**src/rtl/alu_sequencer_if.sv**
```systemverilog
// alu_sequencer_if: bundles the command, datapath and response signals of
// alu_sequencer.
//   cmd_*          command handshake and operands (valid/ready)
//   alu_data, opcode_value, store_a, store_b, start
//                  controls toward the ALU datapath
//   alu_done, result, overflow
//                  returns from the ALU datapath
//   rsp_*          response handshake and payload (valid/ready)
//   busy           sequencer is not idle
// Modports: master = command source / datapath / response sink,
//           slave  = the sequencer itself.
interface alu_sequencer_if #(
    parameter int DATA_WIDTH = 8
);
    logic                  cmd_valid;
    logic                  cmd_ready;
    logic [1:0]            cmd_op;
    logic [DATA_WIDTH-1:0] cmd_a;
    logic [DATA_WIDTH-1:0] cmd_b;

    logic [DATA_WIDTH-1:0] alu_data;
    logic [1:0]            opcode_value;
    logic                  store_a;
    logic                  store_b;
    logic                  start;

    logic                  alu_done;
    logic [DATA_WIDTH-1:0] result;
    logic                  overflow;

    logic                  rsp_valid;
    logic                  rsp_ready;
    logic [DATA_WIDTH-1:0] rsp_result;
    logic                  rsp_overflow;
    logic                  rsp_error;

    logic                  busy;

    modport master (
        output cmd_valid, cmd_op, cmd_a, cmd_b,
        output alu_done, result, overflow,
        output rsp_ready,
        input  cmd_ready, alu_data, opcode_value, store_a, store_b, start,
        input  rsp_valid, rsp_result, rsp_overflow, rsp_error, busy
    );

    modport slave (
        input  cmd_valid, cmd_op, cmd_a, cmd_b,
        input  alu_done, result, overflow,
        input  rsp_ready,
        output cmd_ready, alu_data, opcode_value, store_a, store_b, start,
        output rsp_valid, rsp_result, rsp_overflow, rsp_error, busy
    );
endinterface

```
**src/rtl/alu_sequencer.sv**
```systemverilog
// alu_sequencer: accepts one ALU command at a time, loads operand A then B
// into an external datapath over a shared bus, starts it, waits for alu_done
// (bounded by TIMEOUT cycles) and returns the result through a valid/ready
// response channel.
// Ports:
//   clk  - single clock, rising edge
//   rst  - asynchronous active-high reset
//   bus  - alu_sequencer_if.slave (command, datapath controls/returns,
//          response payload, busy)
// Parameters:
//   DATA_WIDTH - operand/result width
//   TIMEOUT    - maximum WAIT cycles before the command is aborted (1..255)
module alu_sequencer #(
    parameter int DATA_WIDTH = 8,
    parameter int TIMEOUT    = 15
) (
    input logic            clk,
    input logic            rst,
    alu_sequencer_if.slave bus
);

    typedef enum logic [2:0] {
        IDLE,
        LOAD_A,
        LOAD_B,
        START,
        WAIT,
        RESP
    } state_t;

    localparam logic [7:0] TIMEOUT_CNT = 8'(TIMEOUT);

    state_t                state;
    state_t                state_next;

    logic [1:0]            op_q;
    logic [DATA_WIDTH-1:0] a_q;
    logic [DATA_WIDTH-1:0] b_q;
    logic [DATA_WIDTH-1:0] res_q;
    logic                  ov_q;
    logic                  err_q;
    logic [7:0]            wait_cnt;

    logic                  accept;
    logic                  done_hit;
    logic                  timeout_hit;

    // State register plus the registers loaded on FSM events.
    always_ff @(posedge clk or posedge rst) begin
        if (rst) begin
            state    <= IDLE;
            op_q     <= '0;
            a_q      <= '0;
            b_q      <= '0;
            res_q    <= '0;
            ov_q     <= 1'b0;
            err_q    <= 1'b0;
            wait_cnt <= '0;
        end else begin
            state <= state_next;

            if (accept) begin
                op_q <= bus.cmd_op;
                a_q  <= bus.cmd_a;
                b_q  <= bus.cmd_b;
            end

            // wait_cnt holds the number of the current WAIT cycle (1-based).
            if (state == START) begin
                wait_cnt <= 8'd1;
            end else if (state == WAIT && state_next == WAIT) begin
                wait_cnt <= wait_cnt + 8'd1;
            end else begin
                wait_cnt <= '0;
            end

            if (done_hit) begin
                res_q <= bus.result;
                // PAR and COMP (op[1]=1) have no arithmetic overflow.
                ov_q  <= bus.overflow & ~op_q[1];
                err_q <= 1'b0;
            end else if (timeout_hit) begin
                res_q <= '0;
                ov_q  <= 1'b0;
                err_q <= 1'b1;
            end
        end
    end

    // Next-state logic and Moore decode of all controls from the state register.
    always_comb begin
        state_next    = state;
        accept        = 1'b0;
        done_hit      = 1'b0;
        timeout_hit   = 1'b0;
        bus.cmd_ready = 1'b0;
        bus.busy      = 1'b1;
        bus.store_a   = 1'b0;
        bus.store_b   = 1'b0;
        bus.start     = 1'b0;
        bus.alu_data  = '0;
        bus.rsp_valid = 1'b0;

        case (state)
            IDLE: begin
                bus.cmd_ready = 1'b1;
                bus.busy      = 1'b0;
                if (bus.cmd_valid) begin
                    accept     = 1'b1;
                    state_next = LOAD_A;
                end
            end
            LOAD_A: begin
                bus.store_a  = 1'b1;
                bus.alu_data = a_q;
                state_next   = LOAD_B;
            end
            LOAD_B: begin
                bus.store_b  = 1'b1;
                bus.alu_data = b_q;
                state_next   = START;
            end
            START: begin
                bus.start  = 1'b1;
                state_next = WAIT;
            end
            WAIT: begin
                bus.start = 1'b1;
                // done is checked first so a completion on the last allowed
                // cycle still counts as success.
                if (bus.alu_done) begin
                    done_hit   = 1'b1;
                    state_next = RESP;
                end else if (wait_cnt == TIMEOUT_CNT) begin
                    timeout_hit = 1'b1;
                    state_next  = RESP;
                end
            end
            RESP: begin
                bus.rsp_valid = 1'b1;
                if (bus.rsp_ready) begin
                    state_next = IDLE;
                end
            end
            default: begin
                state_next = IDLE;
            end
        endcase
    end

    assign bus.opcode_value = op_q;
    assign bus.rsp_result   = res_q;
    assign bus.rsp_overflow = ov_q;
    assign bus.rsp_error    = err_q;

endmodule

```
**src/flat_wrapper.sv**
```systemverilog
// flat-port wrapper written by rule: the top's interface ports become plain ports
module alu_sequencer_flat 
#(
    parameter int DATA_WIDTH = 8,
    parameter int TIMEOUT    = 15
)
  (clk, rst, bus_cmd_valid, bus_cmd_op, bus_cmd_a, bus_cmd_b, bus_alu_done, bus_result, bus_overflow, bus_rsp_ready, bus_cmd_ready, bus_alu_data, bus_opcode_value, bus_store_a, bus_store_b, bus_start, bus_rsp_valid, bus_rsp_result, bus_rsp_overflow, bus_rsp_error, bus_busy);
  alu_sequencer_if #(.DATA_WIDTH(DATA_WIDTH)) bus_i ();
  input logic clk;
  input logic rst;
  input wire logic [$bits(bus_i.cmd_valid)-1:0] bus_cmd_valid;
  input wire logic [$bits(bus_i.cmd_op)-1:0] bus_cmd_op;
  input wire logic [$bits(bus_i.cmd_a)-1:0] bus_cmd_a;
  input wire logic [$bits(bus_i.cmd_b)-1:0] bus_cmd_b;
  input wire logic [$bits(bus_i.alu_done)-1:0] bus_alu_done;
  input wire logic [$bits(bus_i.result)-1:0] bus_result;
  input wire logic [$bits(bus_i.overflow)-1:0] bus_overflow;
  input wire logic [$bits(bus_i.rsp_ready)-1:0] bus_rsp_ready;
  output wire logic [$bits(bus_i.cmd_ready)-1:0] bus_cmd_ready;
  output wire logic [$bits(bus_i.alu_data)-1:0] bus_alu_data;
  output wire logic [$bits(bus_i.opcode_value)-1:0] bus_opcode_value;
  output wire logic [$bits(bus_i.store_a)-1:0] bus_store_a;
  output wire logic [$bits(bus_i.store_b)-1:0] bus_store_b;
  output wire logic [$bits(bus_i.start)-1:0] bus_start;
  output wire logic [$bits(bus_i.rsp_valid)-1:0] bus_rsp_valid;
  output wire logic [$bits(bus_i.rsp_result)-1:0] bus_rsp_result;
  output wire logic [$bits(bus_i.rsp_overflow)-1:0] bus_rsp_overflow;
  output wire logic [$bits(bus_i.rsp_error)-1:0] bus_rsp_error;
  output wire logic [$bits(bus_i.busy)-1:0] bus_busy;
  assign bus_i.cmd_valid = bus_cmd_valid;
  assign bus_i.cmd_op = bus_cmd_op;
  assign bus_i.cmd_a = bus_cmd_a;
  assign bus_i.cmd_b = bus_cmd_b;
  assign bus_i.alu_done = bus_alu_done;
  assign bus_i.result = bus_result;
  assign bus_i.overflow = bus_overflow;
  assign bus_i.rsp_ready = bus_rsp_ready;
  assign bus_cmd_ready = bus_i.cmd_ready;
  assign bus_alu_data = bus_i.alu_data;
  assign bus_opcode_value = bus_i.opcode_value;
  assign bus_store_a = bus_i.store_a;
  assign bus_store_b = bus_i.store_b;
  assign bus_start = bus_i.start;
  assign bus_rsp_valid = bus_i.rsp_valid;
  assign bus_rsp_result = bus_i.rsp_result;
  assign bus_rsp_overflow = bus_i.rsp_overflow;
  assign bus_rsp_error = bus_i.rsp_error;
  assign bus_busy = bus_i.busy;
  alu_sequencer #(.DATA_WIDTH(DATA_WIDTH), .TIMEOUT(TIMEOUT)) u_core (.clk(clk), .rst(rst), .bus(bus_i));
endmodule
```
**config.mk**
```make
export PLATFORM = sky130hd
export DESIGN_NAME = alu_sequencer_flat
export DESIGN_NICKNAME = d
export VERILOG_FILES = /design/src/rtl/alu_sequencer_if.sv /design/src/rtl/alu_sequencer.sv /design/src/flat_wrapper.sv
export SDC_FILE = /design/constraint.sdc
export NUM_CORES = 1
export LEC_CHECK = 0
export BUFFER_PORTS_ARGS = -buffer_cell sky130_fd_sc_hd__buf_2
export CAP_MARGIN = 40
export CELL_PAD_IN_SITES_DETAIL_PLACEMENT = 1
export CELL_PAD_IN_SITES_GLOBAL_PLACEMENT = 2
export CORE_ASPECT_RATIO = 1.75
export CORE_MARGIN = 4
export CORE_UTILIZATION = 30
export DETAILED_ROUTE_END_ITERATION = 8
export GPL_TIMING_DRIVEN = 1
export PLACE_DENSITY_LB_ADDON = 0.1
export SLEW_MARGIN = 25
export SYNTH_ARGS = -nofsm -noshare
export SYNTH_HDL_FRONTEND = slang
export SYNTH_SLANG_ARGS = --single-unit
```
**constraint.sdc**
```tcl
create_clock -name clk -period 2.35 [get_ports clk]
set_input_delay 0 -clock clk [delete_from_list [all_inputs] [get_ports clk]]
set_output_delay 0 -clock clk [all_outputs]
set_load 0.02 [all_outputs]
```
==> qor.yml, run 1 <==
yosys:
  synth_nets: 180
  synth_cell_types: 36
  synth_ff_type: "dfrtp_1"
  yosys_warnings: 0
  synth_top_cell_by_area: "dfrtp_1"
  synth_edf_count: 0
  syn_area_um2: 1840
  synth_top_area_share_pct: 52.9
  synthArstFlopShare_pct: 100
  ys_ff_latch: 39
  syn_inst: 147
  synth_area_leaders: "dfrtp_1 53%, a22o_1 8.1%, mux2_4 7.3%"
  postSynthAreaPerCell_um2: 12.5
  ys_seq_area_share_pct: 52.9
setup_path:
  critPathSlowestCell: "or3b_1"
  critPathArrivalTime_ps: 1990
  r2r_start: "u_core.state[1]"
  critPathMaxStageDelay_ps: 640
  cp-start-kind: "flip-flop"
  reg2reg_depth: 3
  worstPathRequired_ps: 2550
  path_max_fanout: 15
  timing.rr.end: "u_core.wait_cnt[3]"
  ff2ff_setup_slack_ps: 560
  critPathKind: "reg -> reg"
  end_kind: "flip-flop"
  worstPathCellList: "or3b_1 > or3_1 > a31oi_1"
floorplanning:
  rows: 37
  ioPinCount: 58
  start_util_pct: 31.1
  coreArea_um2: 5930
  die_area_um2: 7520
  die_w_um: 67.3
  die_h_um: 112
placed_design:
  numPlacedInstances: 276
  place_area_um2: 2160
  place.gp.congestion: 0.813
  pre_cts_slack_ps: 329
  hpwl_mm: 3.46
  io_buffers: 57
worst_hold_path:
  holdCritPathClass: "in -> reg"
  hp-start: "bus_result[5]"
  hold_path_depth: 3
  hold_path_end: "u_core.bus.rsp_result[5]"
clock_network:
  cts_buffer_depth: 2
  root_buffer: "clkbuf_8"
  cts_tree: "yes"
  cts_buffers: 5
  cts_max_level: 2
  clock-sinks: 39
  cts_resized: 0
  clock_latency_ps: 290
  path_clk_slew_ps: 80
routing:
  drtIter0Drc: 59
  drc: 0
  vias: 1486
  post_drt_wl_per_cell_um: 15.2
  ant_nets: 0
  viasPerCell: 4.84
  firstDrtPassIters: 4
  wl_mm: 4.67
sta:
  finalHoldViolations: 0
  setup_viol: 0
  slew_viol_final: 0
  setup_tns_ps: 0
  setup_slack_ps: 562
  hold_ws_ps: 14.8
  worst_slew_pin_slew_ps: 681
  clock.fmax_ghz: 0.559
  fin_crit_ps: 1790
  finalCritPeriodShare_pct: 76.1
  relSlewSlack_pct: 54.4
  skew_ps: 9.23
  rsz0062_at_grt: "no"
layout:
  layout-drive-gt1-share_pct: 39.7
  final_nets: 262
  diodes: 0
  fin_area_um2: 2480
  final_util_pct: 41.9
  stdcell_count: 307
  final_common_cell: "buf_2"
  area_delta_synth_final_pct: 34.6
  mostFrequentLayoutCells: "58 x buf_2, 39 x dfrtp_1, 23 x dlygate4sd3_1, 17 x a22o_1"
power:
  power_mw: 2.84
  cellLeakagePower_nw: 1.14
  power_density_nw_per_um2: 1140
  ir_drop_mv: 0.511
grt:
  grtUsageTotal_pct: 13.9
  grt-ovfl-total: 0
  grt_start_max_net_pins: 40
  antenna_found_initial: 0
  grt_pass1_wl_mm: 8.22
  grt_pass1_vias: 1763
flow_run:
  drv_cap: 0
outcome:
  run_status: "finished, final reports clean"
-- report_power, final --
group / leakage (nW) / internal, mW / switching [mW]
combinational: 0.632 / 0.626 / 0.648
sequential: 0.459 / 0.920 / 0.187
clock: 0.0470 / 0.230 / 0.225
total: 1.14 / 1.78 / 1.06
-- Yosys cell counts, types with 2 or more instances --
cell	number
dfrtp_1	39
a21oi_1	6
buf_12	2
or3_1	5
mux2_4	9
clkbuf_1	2
nand3b_1	2
o21ai_0	7
a31oi_1	2
nand2_1	5
a22o_1	17
buf_6	2
mux2_2	8
nor2_1	3
nand3_1	4
a21o_1	9
inv_1	6
-- state kept, by name, indices dropped and copies added (netlist names) --
signal                   flops
u_core.a_q                   8
u_core.b_q                   8
u_core.bus.rsp_result        8
u_core.wait_cnt              8
u_core.state                 3
u_core.bus.opcode_value      2
u_core.bus.rsp_error         1
u_core.bus.rsp_overflow      1
-- routing by layer --
metal / GRT usage, % / vias up / wire length, um
met5: 0 / - / 0
met4: 4.61 / 0 / 97
met3: 2.72 / 8 / 226
met2: 24.8 / 45 / 2560
met1: 16.1 / 731 / 1780
li1: - / 702 / -
-- critical path: cells and delay by family, from the launching register on --
family / cells / cell delay, ps
AO/OA/AOI/OAI: 1 / 170
AND/OR/NAND/NOR: 2 / 1070
flip-flops: 1 / 460
-- how the worst max path moves through the flow --
stage,cells past startpoint,from,endpoint,slack [ps]
2_1_floorplan,7,u_core.state[1],u_core.a_q[0],500
3_3_place_gp,4,u_core.wait_cnt[0],u_core.state[0],500
3_5_place_dp,4,u_core.wait_cnt[0],u_core.state[0],330
4_1_cts,4,u_core.wait_cnt[0],u_core.state[0],330
5_1_grt,4,u_core.wait_cnt[4],u_core.bus.rsp_result[0],400
6_report,3,u_core.state[1],u_core.wait_cnt[3],560
-- layout make-up --
cell class,instances,area (um2)
Multi-Input combinational cell,94,767
Sequential cell,39,976
Inverter,7,26.3
Timing Repair Buffer,82,528
Tap cell,78,97.6
Clock buffer,6,82.6
Clock inverter,1,5.00
Fill cell,681,3440
-- logic make-up after synthesis --
group           after synthesis  share of synthesized area, %
compound gates               44                          17.4
flops                        39                          52.9
simple gates                 31                          10.8
fa+ha+maj                     1                         0.678
xor+xnor                      1                         0.475
mux                          17                          12.2
buf+inv                      14                          5.49
-- what timing repair did --
item | 4_1_cts | 5_1_grt
setup endpoints to repair | 0 | 0
hold buffers | 23 | 0
buffers inserted | 0 | 0
endpoints found under the hold margin | 60 | 0
(Power assumes the default switching activity.)
==> inputs of run 2 (changes only) <==
clock period = 1.7 ns   (was 2.35 ns; I/O delays follow)
==> run 2 against run 1 <==
Compared with the run above: global-route usage grew 0.77 points; clock power increased by 33%; non-clock buffer count is 8 higher; critical endpoint is now u_core.b_q[2].
==> qor.yml, run 2 (synthesis gave the netlist of run 1 again) <==
outcome:
  run_status: "finished, final reports clean"
routing:
  drtIter0Drc: 45
  viasPerCell: 4.80
  firstDrtPassIters: 3
  drc: 0
  wl_mm: 5.19
  vias: 1516
  post_drt_wl_per_cell_um: 16.4
  ant_nets: 0
setup_path:
  reg2reg_depth: 5
  ff2ff_setup_slack_ps: 8
  end_kind: "flip-flop"
  critical_path.endpoint: "u_core.b_q[2]"
  worstPathRequired_ps: 1870
  cp-start-kind: "flip-flop"
  critPathSlowestCell: "or3_4"
  cp-startpoint: "u_core.state[1]"
  worstPathCellList: "or3_4 > inv_4 > and2_4 > buf_12 > mux2_2"
  path_max_fanout: 7
  critPathKind: "reg -> reg"
  timing.rr.end: "u_core.b_q[2]"
  critPathMaxStageDelay_ps: 430
  critPathArrivalTime_ps: 1870
  r2r_start: "u_core.state[1]"
grt:
  grt_pass1_vias: 1805
  grt_pass1_wl_mm: 8.58
  antenna_found_initial: 0
  grt_start_max_net_pins: 40
  grtUsageTotal_pct: 14.7
  grt-ovfl-total: 0
clock_network:
  clock-sinks: 39
  path_clk_slew_ps: 80
  cts_tree: "yes"
  cts_max_level: 2
  root_buffer: "clkbuf_8"
  clock_latency_ps: 280
  cts_buffers: 5
  cts_buffer_depth: 2
placed_design:
  place.gp.congestion: 0.775
  pre_cts_slack_ps: 6.29
  hpwl_mm: 3.71
  io_buffers: 57
  place_area_um2: 2230
power:
  clockPowerShare_pct: 14.2
  power.switching_mw: 1.57
  pwr-share-comb_pct: 50.6
  ir_drop_mv: 0.703
  cellLeakagePower_nw: 1.22
  power_mw: 4.26
  power_density_nw_per_um2: 1620
  p_seq_share_pct: 35.2
  swShare_pct: 37.0
  p_int_mw: 2.68
floorplanning:
  die_h_um: 112
  ioPinCount: 58
  rows: 37
  coreArea_um2: 5930
  die_w_um: 67.3
  start_util_pct: 31.1
  die_area_um2: 7520
layout:
  final_util_pct: 44.2
  area_delta_synth_final_pct: 42.1
  layout-drive-gt1-share_pct: 43.3
  final_common_cell: "buf_2"
  final_nets: 270
  mostFrequentLayoutCells: "57 x buf_2, 39 x dfrtp_1, 20 x dlygate4sd3_1, 17 x a22o_1, 13 x mux2_4"
  fin_area_um2: 2620
  diodes: 0
sta:
  setup_tns_ps: 0
  clock.fmax_ghz: 0.591
  slew_viol_final: 0
  skew_ps: 5.60
  finalHoldViolations: 0
  rsz0062_at_grt: "yes"
  relSlewSlack_pct: 66.4
  setup_slack_ps: 7.56
  worst_slew_pin_slew_ps: 504
  fin_crit_ps: 1690
  setup_viol: 0
  finalCritPeriodShare_pct: 99.6
worst_hold_path:
  hold_path_depth: 3
  holdCritPathClass: "in -> reg"
flow_run:
  drv_cap: 0
==> run 2: worst min-delay path by stage <==
| stage | start | endpoint | slack, ps |
|---|---|---|---|
| global placement | rst | u_core.bus.opcode_value[0] | 150 |
| global route | bus_result[7] | u_core.bus.rsp_result[7] | 20 |
| detailed placement | rst | u_core.bus.rsp_result[5] | 160 |
| CTS | bus_cmd_valid | u_core.state[0] | 1 |
| finish | bus_cmd_valid | u_core.bus.opcode_value[1] | 3 |
| floorplan | bus_rsp_ready | u_core.state[0] | 130 |
==> run 2: cell type report <==
cell class | count | area, um2
Multi-Input combinational cell | 94 | 795
Inverter | 7 | 28.8
Sequential cell | 39 | 976
Clock buffer | 7 | 76.3
Tap cell | 78 | 97.6
Timing Repair Buffer | 90 | 642
Fill cell | 708 | 3310
Clock inverter | 1 | 5.00
==> run 2: metal layers <==
metal	wire (um)	track usage (%)	part of all wire (%)
met1	1860	15.8	36
met2	2980	26.8	57
met3	279	4.04	5.4
met4	74	4.47	1.4
met5	0	0	0
==> run 2: power by group through the flow <==
stage	Sequential, mW	Combinational (mW)	Clock [mW]
after CTS	1.50	2.03	0.632
final	1.50	2.15	0.604
after global routing	1.55	2.32	0.679
after detailed placement	1.51	1.92	0
after global placement	1.49	1.87	0
after floorplan	1.59	1.28	0
==> run 2: critical path: cells and delay by family (launching register included) <==
| family | cells | cell delay (ps) |
|---|---|---|
| DFF | 1 | 420 |
| and+or+nand+nor | 2 | 620 |
| muxes | 1 | 330 |
| buffers and inverters | 2 | 200 |
==> run 2: timing repair <==
item | CTS | global route
setup endpoints to repair | 1 | 13
resized for setup | 0 | 9
hold buffers | 21 | 0
gates cloned | 0 | 1
setup buffers | 2 | 1
pin swaps | 0 | 2
endpoints found under the hold margin | 58 | 0
==> run 2: metrics by stage <==
stage	hold slack [ps]	std cells
final	2.68	316
after global routing	17.0	316
after CTS	1.21	315
after detailed placement	156	284
after global placement	147	284
after floorplan	134	147
